===== src/rtl/img2col_window_pu_pkg.sv =====
`default_nettype none
// ============================================================================
// Module   : img2col_pkg
// Purpose  : Shared types and pixel-index decode for the img2col window PU.
// Revision : 1.0 - initial parametrised release
// ============================================================================
package img2col_pkg;

  localparam int RC_W = 8;

  typedef enum logic [1:0] {
    IDLE = 2'd0,
    LOAD = 2'd1,
    EMIT = 2'd2
  } state_e;

  typedef struct packed {
    logic [RC_W-1:0] row;
    logic [RC_W-1:0] col;
    logic            legal;
  } rc_t;

  // Slides only refresh the rightmost S columns, so their index space is K*S.
  function automatic rc_t idx2rc(input logic        full_load,
                                 input int unsigned a,
                                 input int unsigned k,
                                 input int unsigned s);
    rc_t r;
    r = '0;
    if (full_load) begin
      r.legal = (a < k * k);
      r.row   = RC_W'(a / k);
      r.col   = RC_W'(a % k);
    end else begin
      r.legal = (a < k * s);
      r.row   = RC_W'(a / s);
      r.col   = RC_W'(k - s + (a % s));
    end
    return r;
  endfunction

endpackage
`default_nettype wire


===== src/rtl/img2col_window_pu_window_regfile.sv =====
`default_nettype none
// ============================================================================
// Module   : window_regfile
// Purpose  : KxK pixel window with two decoded write ports and a stride shift.
// Revision : 1.0 - initial parametrised release
// ============================================================================
module window_regfile
  import img2col_pkg::*;
#(
  parameter int DATA_W = 16,
  parameter int K      = 5,
  parameter int S      = 1
) (
  input  logic                             clk,
  input  logic                             nrst,
  input  logic                             we1_i,
  input  logic [RC_W-1:0]                  row1_i,
  input  logic [RC_W-1:0]                  col1_i,
  input  logic [DATA_W-1:0]                data1_i,
  input  logic                             we2_i,
  input  logic [RC_W-1:0]                  row2_i,
  input  logic [RC_W-1:0]                  col2_i,
  input  logic [DATA_W-1:0]                data2_i,
  input  logic                             shift_i,
  output logic [K*K-1:0][DATA_W-1:0]       win_o,
  output logic [K*(K-S)-1:0][DATA_W-1:0]   nb_o
);

  logic [K*K-1:0][DATA_W-1:0] win_w;

  for (genvar r = 0; r < K; r++) begin : g_row
    for (genvar c = 0; c < K; c++) begin : g_col
      logic [DATA_W-1:0] cell_q;
      logic [DATA_W-1:0] src_w;
      logic              hit1_w;
      logic              hit2_w;

      assign hit1_w = we1_i && (row1_i == RC_W'(r)) && (col1_i == RC_W'(c));
      assign hit2_w = we2_i && (row2_i == RC_W'(r)) && (col2_i == RC_W'(c));

      // Incoming columns keep their contents on a shift until rewritten.
      if (c < K - S) begin : g_src_shift
        assign src_w = win_w[r*K+c+S];
      end else begin : g_src_keep
        assign src_w = cell_q;
      end

      always_ff @(posedge clk or negedge nrst) begin
        if (!nrst) begin
          cell_q <= '0;
        end else if (shift_i) begin
          cell_q <= src_w;
        end else if (hit2_w) begin
          cell_q <= data2_i;
        end else if (hit1_w) begin
          cell_q <= data1_i;
        end
      end

      assign win_w[r*K+c] = cell_q;
    end
  end

  for (genvar r = 0; r < K; r++) begin : g_nb_row
    for (genvar c = 0; c < K - S; c++) begin : g_nb_col
      assign nb_o[r*(K-S)+c] = win_w[r*K+c+S];
    end
  end

  assign win_o = win_w;

endmodule
`default_nettype wire


===== src/rtl/img2col_window_pu.sv =====
`default_nettype none
// ============================================================================
// Module   : img2col_window_pu
// Purpose  : img2col PU: assembles KxK windows (full or stride-S slide) for MACs.
// Revision : 1.0 - initial parametrised release
// ============================================================================
module img2col_window_pu
  import img2col_pkg::*;
#(
  parameter int DATA_W = 16,
  parameter int K      = 5,
  parameter int S      = 1,
  parameter int ADDR_W = $clog2(K*K)
) (
  input  logic                             clk,
  input  logic                             nrst,
  input  logic                             start,
  input  logic                             full_load,
  input  logic                             wr_en1,
  input  logic                             wr_en2,
  input  logic [ADDR_W-1:0]                adrs_in1,
  input  logic [ADDR_W-1:0]                adrs_in2,
  input  logic [DATA_W-1:0]                new1,
  input  logic [DATA_W-1:0]                new2,
  input  logic                             out_ready,
  output logic                             out_valid,
  output logic [K*K-1:0][DATA_W-1:0]       out,
  output logic [K*(K-S)-1:0][DATA_W-1:0]   neighbour_out,
  output logic                             neighbour_out_flag,
  output logic                             busy,
  output logic                             addr_err
);

  localparam int NEW_FULL  = K * K;
  localparam int NEW_SLIDE = K * S;
  localparam int CNT_W     = $clog2(K*K + 1);

  state_e            state_q;
  logic [CNT_W-1:0]  count_q;
  logic [CNT_W-1:0]  expected_q;
  logic              mode_full_q;
  logic              reserved_q;
  logic              out_valid_q;
  logic              addr_err_q;

  rc_t               rc1_w;
  rc_t               rc2_w;
  logic              in_load_w;
  logic              v1_w;
  logic              v2_w;
  logic              bad_w;
  logic              start_err_w;
  logic              handshake_w;
  logic              start_full_w;
  logic [1:0]        n_wr_w;
  logic [CNT_W:0]    sum_w;
  logic [CNT_W-1:0]  count_d;

  assign rc1_w = idx2rc(mode_full_q, 32'(adrs_in1), K, S);
  assign rc2_w = idx2rc(mode_full_q, 32'(adrs_in2), K, S);

  assign in_load_w   = (state_q == LOAD);
  assign v1_w        = in_load_w && wr_en1 && rc1_w.legal;
  assign v2_w        = in_load_w && wr_en2 && rc2_w.legal;
  assign bad_w       = in_load_w && ((wr_en1 && !rc1_w.legal) || (wr_en2 && !rc2_w.legal));
  assign start_err_w = (state_q == IDLE) && start && !full_load && !reserved_q;
  assign handshake_w = out_valid_q && out_ready;
  // A slide with no prior window has no overlap to reuse, so it loads everything.
  assign start_full_w = full_load || !reserved_q;

  // Both ports hitting the same pixel is a single write.
  assign n_wr_w  = (v1_w && v2_w && (adrs_in1 == adrs_in2)) ? 2'd1
                 : ({1'b0, v1_w} + {1'b0, v2_w});
  assign sum_w   = {1'b0, count_q} + {{(CNT_W-1){1'b0}}, n_wr_w};
  assign count_d = (sum_w >= {1'b0, expected_q}) ? expected_q : sum_w[CNT_W-1:0];

  always_ff @(posedge clk or negedge nrst) begin
    if (!nrst) begin
      state_q     <= IDLE;
      count_q     <= '0;
      expected_q  <= '0;
      mode_full_q <= 1'b1;
      reserved_q  <= 1'b0;
      out_valid_q <= 1'b0;
      addr_err_q  <= 1'b0;
    end else begin
      addr_err_q <= start_err_w || bad_w;
      unique case (state_q)
        IDLE: begin
          if (start) begin
            state_q     <= LOAD;
            count_q     <= '0;
            mode_full_q <= start_full_w;
            expected_q  <= start_full_w ? CNT_W'(NEW_FULL) : CNT_W'(NEW_SLIDE);
          end
        end
        LOAD: begin
          count_q <= count_d;
          if (count_d == expected_q) begin
            state_q     <= EMIT;
            out_valid_q <= 1'b1;
          end
        end
        EMIT: begin
          if (handshake_w) begin
            state_q     <= IDLE;
            out_valid_q <= 1'b0;
            reserved_q  <= 1'b1;
          end
        end
        default: begin
          state_q     <= IDLE;
          out_valid_q <= 1'b0;
        end
      endcase
    end
  end

  window_regfile #(
    .DATA_W (DATA_W),
    .K      (K),
    .S      (S)
  ) u_regfile (
    .clk     (clk),
    .nrst    (nrst),
    .we1_i   (v1_w),
    .row1_i  (rc1_w.row),
    .col1_i  (rc1_w.col),
    .data1_i (new1),
    .we2_i   (v2_w),
    .row2_i  (rc2_w.row),
    .col2_i  (rc2_w.col),
    .data2_i (new2),
    .shift_i (handshake_w),
    .win_o   (out),
    .nb_o    (neighbour_out)
  );

  assign out_valid          = out_valid_q;
  assign busy               = (state_q != IDLE);
  assign addr_err           = addr_err_q;
  assign neighbour_out_flag = handshake_w;

endmodule
`default_nettype wire

===== config.mk =====
export PLATFORM = sky130hd
export DESIGN_NAME = img2col_window_pu
export DESIGN_NICKNAME = d
export VERILOG_FILES = /design/src/rtl/img2col_window_pu_pkg.sv /design/src/rtl/img2col_window_pu_window_regfile.sv /design/src/rtl/img2col_window_pu.sv
export SDC_FILE = /design/constraint.sdc
export NUM_CORES = 1
export LEC_CHECK = 0
export CAP_MARGIN = 20
export CORE_AREA = 4 4 296 298
export DETAILED_ROUTE_END_ITERATION = 7
export DIE_AREA = 0 0 300 302
export SLEW_MARGIN = 30
export SYNTH_ARGS = -nofsm -noshare
export SYNTH_HDL_FRONTEND = slang
export SYNTH_SLANG_ARGS = --single-unit

===== constraint.sdc =====
create_clock -name clk -period 11 [get_ports clk]
set_input_delay 2.2 -clock clk [delete_from_list [all_inputs] [get_ports clk]]
set_output_delay 2.2 -clock clk [all_outputs]
set_load 0.005 [all_outputs]

# Yosys cells after proc, flatten, opt, wreduce, memory -nomap -nowiden
# Index checks and enable logic that the tools add are counted.
[op_classes]
n_reduce_logical = 122
eq_ne = 23
bitwise = 2
magnitude_cmp = 5
div_mod_pow = 4
n_addsub = 2
n_mux = 84
[op_table]
columns = ["op", "count"]
rows = [
  ["$mux W16", 70],
  ["$logic_and A1 B1 Y1", 73],
  ["$div A5 B3 Y32 const B", 2],
  ["$eq A8 B2 Y1 const B", 8],
  ["$mod A5 B3 Y32 const B", 2],
  ["$reduce_bool A3 Y1", 20],
  ["$mux W17", 2],
  ["$eq A8 B1 Y1 const B", 4],
  ["$eq A8 B3 Y1 const B", 4],
  ["$logic_not A8 Y1", 4],
  ["$reduce_and A2 Y1", 8],
  ["$mux W5", 3],
  ["$reduce_bool A2 Y1", 7],
  ["$eq A5 B5 Y1", 2],
  ["$lt A5 B3 Y1 const B", 2],
  ["$lt A5 B5 Y1 const B", 2],
  ["$pmux W5 S2", 1],
  ["$mux W2", 4],
  ["$add A5 B2 Y6", 1],
  ["$ge A6 B5 Y1", 1],
  ["$pmux W2 S3", 1],
  ["$reduce_and A3 Y1", 2],
  ["$logic_not A1 Y1", 4],
  ["$ne A2 B2 Y1 const B", 2],
  ["9 further kinds", 13],
]
[word_totals]
word_cells = 274
output_inout_bits = 724
reg_bits = 416
input_bits = 49

# Longest topological paths before layout
[logic_depth]
ltp_word = 12
mapped_depth = 22

# By module
# A second synthesis with hierarchy kept.
[unflattened]
hier_cells = 2773
hier_area_um2 = 26205.1
[modules_own_cells]
columns = ["module", "seq_area_each_um2", "instances", "cells_per_inst", "area_each_um2"]
rows = [
  ["window_regfile", 10009.6, 1, 2428, 23615.1],
  ["img2col_window_pu", 351.6, 1, 345, 2590.0],
]

# Least setup slack after synthesis
# No wires, ideal clock.
[synth_path]
path_kind = "input to register"
from = "input port adrs_in2[3]"
to = "register u_regfile.g_row[3].g_col[4].cell_q[10]"
setup_time_ps = 126
cell_stages = 21
required_time_ps = 10874
arrival_ps = 6501
path_buffers = 4
path_slack_ps = 4373
cell_sequence = "buf_2 > nor2_2 > inv_1 > ha_1 > nand2b_1 > o21ai_2 > nand3_1 > xnor2_1 > ha_1 > nor2b_1 > o21ai_1 > o2bb2ai_1 > and3_1 > buf_4 > a31oi_1 > and3_1 > clkbuf_1 > nand3_2 > a21o_1 > buf_2 > a221o_1"
[synth_between]
elab_chain_len = 7
elab_cells_between_ends = 13
cone_classes = "div (2); order compare (2); eq/ne (2); mux (2); reduce/logical (5)"
[synth_rtl]
columns = ["element", "line", "rtl"]
rows = [
  ["from (decl)", "img2col_window_pu.sv:22", "input logic [ADDR_W-1:0] adrs_in2,"],
  ["$div A5 B3 Y32, or another cell as far along", "img2col_window_pu_pkg.sv:32", "r.row = RC_W'(a / k);"],
  ["$mux W17 *", "img2col_window_pu_pkg.sv:30", "if (full_load) begin"],
  ["$eq A8 B2 Y1 or $logic_and A1 B1 Y1 (tied branches)", "img2col_window_pu_window_regfile.sv:39, img2col_window_pu.sv:64", ""],
  ["$logic_and A1 B1 Y1", "img2col_window_pu_window_regfile.sv:39", "assign hit2_w = we2_i && (row2_i == RC_W'(r)) && (col2_i == RC_W'(c));"],
  ["$logic_and A1 B1 Y1 *", "img2col_window_pu_window_regfile.sv:39", ""],
  ["$reduce_bool A2 Y1 (no source line)", "n/a", ""],
  ["$reduce_and A2 Y1 (no source line)", "n/a", ""],
  ["to (signal assigned)", "img2col_window_pu_window_regfile.sv:52", "cell_q <= src_w;"],
  ["to (signal assigned)", "img2col_window_pu_window_regfile.sv:54", "cell_q <= data2_i;"],
  ["to (signal assigned)", "img2col_window_pu_window_regfile.sv:56", "cell_q <= data1_i;"],
  ["to (decl)", "img2col_window_pu_window_regfile.sv:33", "logic [DATA_W-1:0] cell_q;"],
]
# Every way passes the cells marked *; elsewhere a longest branch is shown, timed or not.
# A chain may end at the register's enable or synchronous reset.

# Worst setup path after layout
[layout_path]
from = "input port adrs_in1[3]"
to = "register u_regfile.g_row[0].g_col[4].cell_q[5]"
[layout_between]
elab_chain_len = 7
elab_cells_between_ends = 12
cone_classes = "div (2); order compare (2); eq/ne (1); mux (1); reduce/logical (6)"
[layout_rtl]
columns = ["element", "line", "rtl"]
rows = [
  ["from (decl)", "img2col_window_pu.sv:21", "input logic [ADDR_W-1:0] adrs_in1,"],
  ["$div A5 B3 Y32, or another cell as far along", "img2col_window_pu_pkg.sv:32", ""],
  ["$mux W17 *", "img2col_window_pu_pkg.sv:30", ""],
  ["$logic_not A8 Y1 or $logic_and A1 B1 Y1 (tied branches)", "img2col_window_pu_window_regfile.sv:38, img2col_window_pu.sv:63", ""],
  ["$logic_and A1 B1 Y1", "img2col_window_pu_window_regfile.sv:38", "assign hit1_w = we1_i && (row1_i == RC_W'(r)) && (col1_i == RC_W'(c));"],
  ["$logic_and A1 B1 Y1 *", "img2col_window_pu_window_regfile.sv:38", ""],
  ["$reduce_bool A2 Y1 (no source line) *", "n/a", ""],
  ["$reduce_and A2 Y1 (no source line) *", "n/a", ""],
  ["to (signal assigned)", "img2col_window_pu_window_regfile.sv:52", ""],
  ["to (signal assigned)", "img2col_window_pu_window_regfile.sv:54", ""],
  ["to (signal assigned)", "img2col_window_pu_window_regfile.sv:56", ""],
  ["to (decl)", "img2col_window_pu_window_regfile.sv:33", ""],
]
# Marked as above.

==> reports/qor.yml <==
floorplanning:
  die_span_x_um: 300
  core.rowCount: 107
  area_of_the_die_um2: 90600
  chipHeight_um: 302
  floorplan.initialDensity: 0.303
  floorplan.core_area_um2: 84900
  io_pins: 773
clock_network:
  cts_hold_repair.buffers: 0
  cts_buffers: 47
  cts.htree.levels: 2
  cts_root_buffer: "sky130_fd_sc_hd__clkbuf_16"
  clk_path_buf_depth: 3
  post-cts-setup-buffer-count: 0
  tritoncts: "done"
  clkSinkCount: 414
  cts_resized: 0
  clock_latency_ns: 0.61
  cts.reportedPaths.clkPinSlew_ns: 0.06
logic_synthesis:
  postSynth.asyncResetShare: 1.00
  synth_fp_nets: 2774
  leading_cell_type_by_number_of_instances_after_synthesis: "sky130_fd_sc_hd__dfrtp_1"
  yosysTopAreaCellShare: 0.402
  synth_enable_flop_cells: 0
  ys_seq_elements: 414
  part_of_the_yosys_area_used_for_sequential_elements: 0.403
  mappedNetlistArea_um2: 25700
  synthesis.instances: 2707
  synth_area_leaders: "sky130_fd_sc_hd__dfrtp_1, sky130_fd_sc_hd__mux2i_1, sky130_fd_sc_hd__buf_4"
  synth_largest_area_cell: "sky130_fd_sc_hd__dfrtp_1"
  synth_area_per_cell_um2: 9.51
  synth_cell_type_count: 89
  commonest_register_cell_after_synthesis: "sky130_fd_sc_hd__dfrtp_1"
  yosysWarningCount: 0
  yosys-top-cells-count: "sky130_fd_sc_hd__dfrtp_1, sky130_fd_sc_hd__buf_4, sky130_fd_sc_hd__mux2i_1"
setup_path:
  start_kind: "input pin"
  cp-startpoint: "adrs_in1[3]"
  timing.reg2reg.worst_path_depth: 17
  critical_register_to_register_path_startpoint: "mode_full_q"
  r2r_slack_ns: 5.37
  critical_path.endpoint_type: "register"
  critical_path_required_ns: 11.50
  timing.setup.critical_path_class: "in -> reg"
  worst_r2r_endpoint: "out_valid"
  worst_setup_path_endpoint: "u_regfile.g_row[0].g_col[3].src_w[5]"
  critPathArrivalTime_ns: 9.46
  critical_path_peak_fanout: 35
route:
  detail_route.vias_per_cell: 5.75
  vias: 24299
  avgRoutedWirePerCell_um: 31.8
  drt_first_iter_violations: 2581
  dr.pass1.iters: 8
  route.final.wire_length_um: 134000
  drcViolationCount: 0
  ant_nets: 0
placement:
  numPlacedInstances: 4131
  place_worst_setup_slack_ns: 1.72
  dp_hpwl_um: 99600
  io_buffers: 772
  post_dp_cell_area_um2: 32100
  gp_congestion: 0.913
timing:
  timing.final.max_slew_violations: 0
  setup_repair_after_global_routing_missed_its_margin: "no"
  fin_crit_ns: 8.95
  max_clock_freq_mhz: 112
  clock_skew_ns: 0.0373
  max_slew.worst_pin.slew_ns: 0.993
  hold_ws_ns: 0.506
  finalSetupViolCount: 0
  layout_worst_path_cycle_share: 0.814
  hold_violation_count_in_the_final_report: 0
  layout_setup_ws_ns: 2.05
  worst_slew_margin_rel: 0.336
  tns_ns: 0
hold_path:
  timing.hold.worst.class: "reg -> reg"
global_route:
  first_pass_grt_wire_length_um: 186000
  grt_antenna_before_repair: 2
  grt_usage: 0.282
  grt_pass1_vias: 22828
  largest_net_degree_at_the_start_of_global_routing: 97
  grt-ovfl-total: 0
final_layout:
  syn_to_final_growth_pct: 31.9
  layout.core_utilization: 0.400
  final_layout_size_suffix_gt1_frac: 0.0718
  design_area_um2: 33900
  nFillCells: 8485
  fin_nets: 3104
  instances_no_fill: 4224
power:
  cellLeakagePower_nw: 16.2
  fin_total_pwr_mw: 3.64
  peakVddDrop_mv: 0.113
  power_density_nw_per_um2: 107
run_status:
  outcome: "finished, final reports clean"
flow_run:
  cap_viol_max_count: 0
state kept, by name, summed over array words and instances, names as in the netlist:
register	cells
addr_err	1
count_q	5
expected_q	3
mode_full_q	1
out_valid	1
reserved_q	1
state_q	2
u_regfile.g_row.g_col.cell_q	80
u_regfile.g_row.g_col.src_w	320
report_power, final:
group | internal (mW) | switching, mW
registers | 1.52 | 0
logic | 0.0889 | 0.235
clock network | 1.09 | 0.714
total | 2.70 | 0.948
layout by cell type, fill, tap and decap left out, drive strengths merged, types with 7 or more instances in the layout:
cell           instances
a22oi                 17
nor2                  89
a211o                 35
nand3                 55
mux2i                322
o221ai               128
nand2                256
clkbuf                68
clkinv                 8
buf                   68
nor4                   7
xnor2                 13
and3                  78
mux2                  17
inv                   24
a21oi                165
ha                    17
clkdlybuf4s50        771
o21ai                103
nor3                   8
bufinv                 9
a31oi                 17
dfrtp                413
o211ai                35
a221o                 32
nand2b                26
nor2b                 11
and2                  29
a211oi                11
o22ai                151
per-layer routing:
metal  wire (um)  vias to the layer above  GRT usage
met4        3650                        0     0.0709
met1       56600                    12258      0.393
met2       60300                     1548      0.435
met3       13700                      180     0.0764
met5           0                        -          0
li1            -                    10313          -
area by class of cell:
class                           count  area, um2  share of cell area
Antenna cell                        4       10.0            0.000295
Inverter                           24       97.6             0.00288
Sequential cell                   414      10400               0.305
Clock inverter                     20        369              0.0109
Tap cell                         1144       1430              0.0422
Clock buffer                       68       1380              0.0405
Timing Repair Buffer              839       8260               0.243
Multi-Input combinational cell   1711      12000               0.355
worst min path at each step:
stage                     depth (start not counted)          to  slack, ns  startpoint
after global placement                            1  reserved_q       0.49  reserved_q
after global routing                              1  reserved_q       0.53  reserved_q
final                                             1  reserved_q       0.51  reserved_q
after detailed placement                          1  reserved_q       0.49  reserved_q
after floorplan                                   1    addr_err       0.46  reserved_q
after CTS                                         1  reserved_q       0.51  reserved_q
logic make-up (layout without fill, tap and decap cells):
family	count (synthesis)	in the layout	synth area share
AND/OR/NAND/NOR	585	585	0.109
flip-flops	414	414	0.403
adder cells (fa/ha/maj)	18	18	0.00904
AO/OA/AOI/OAI	750	750	0.204
other	0	4	0
buffers and inverters	582	951	0.136
multiplexers	339	339	0.133
XOR/XNOR	19	19	0.00700
critical path, cell delays in order:
cell and delay (ns):
sky130_fd_sc_hd__clkdlybuf4s50_1 0.81, sky130_fd_sc_hd__nor2_1 0.50, sky130_fd_sc_hd__inv_1 0.16, sky130_fd_sc_hd__ha_1 0.34, sky130_fd_sc_hd__and3b_1 0.20, sky130_fd_sc_hd__o211a_1 0.25
sky130_fd_sc_hd__nor3_2 0.66, sky130_fd_sc_hd__xnor2_1 0.19, sky130_fd_sc_hd__ha_1 0.27, sky130_fd_sc_hd__inv_1 0.12, sky130_fd_sc_hd__a21oi_1 0.07, sky130_fd_sc_hd__o21ai_0 0.59
sky130_fd_sc_hd__nand2_1 0.19, sky130_fd_sc_hd__a311oi_1 0.49, sky130_fd_sc_hd__a31oi_1 0.25, sky130_fd_sc_hd__a211oi_4 0.34, sky130_fd_sc_hd__buf_4 0.40, sky130_fd_sc_hd__and2_1 0.61
sky130_fd_sc_hd__o21ai_2 0.39, sky130_fd_sc_hd__a211o_1 0.40
(Power assumes the default switching activity.)
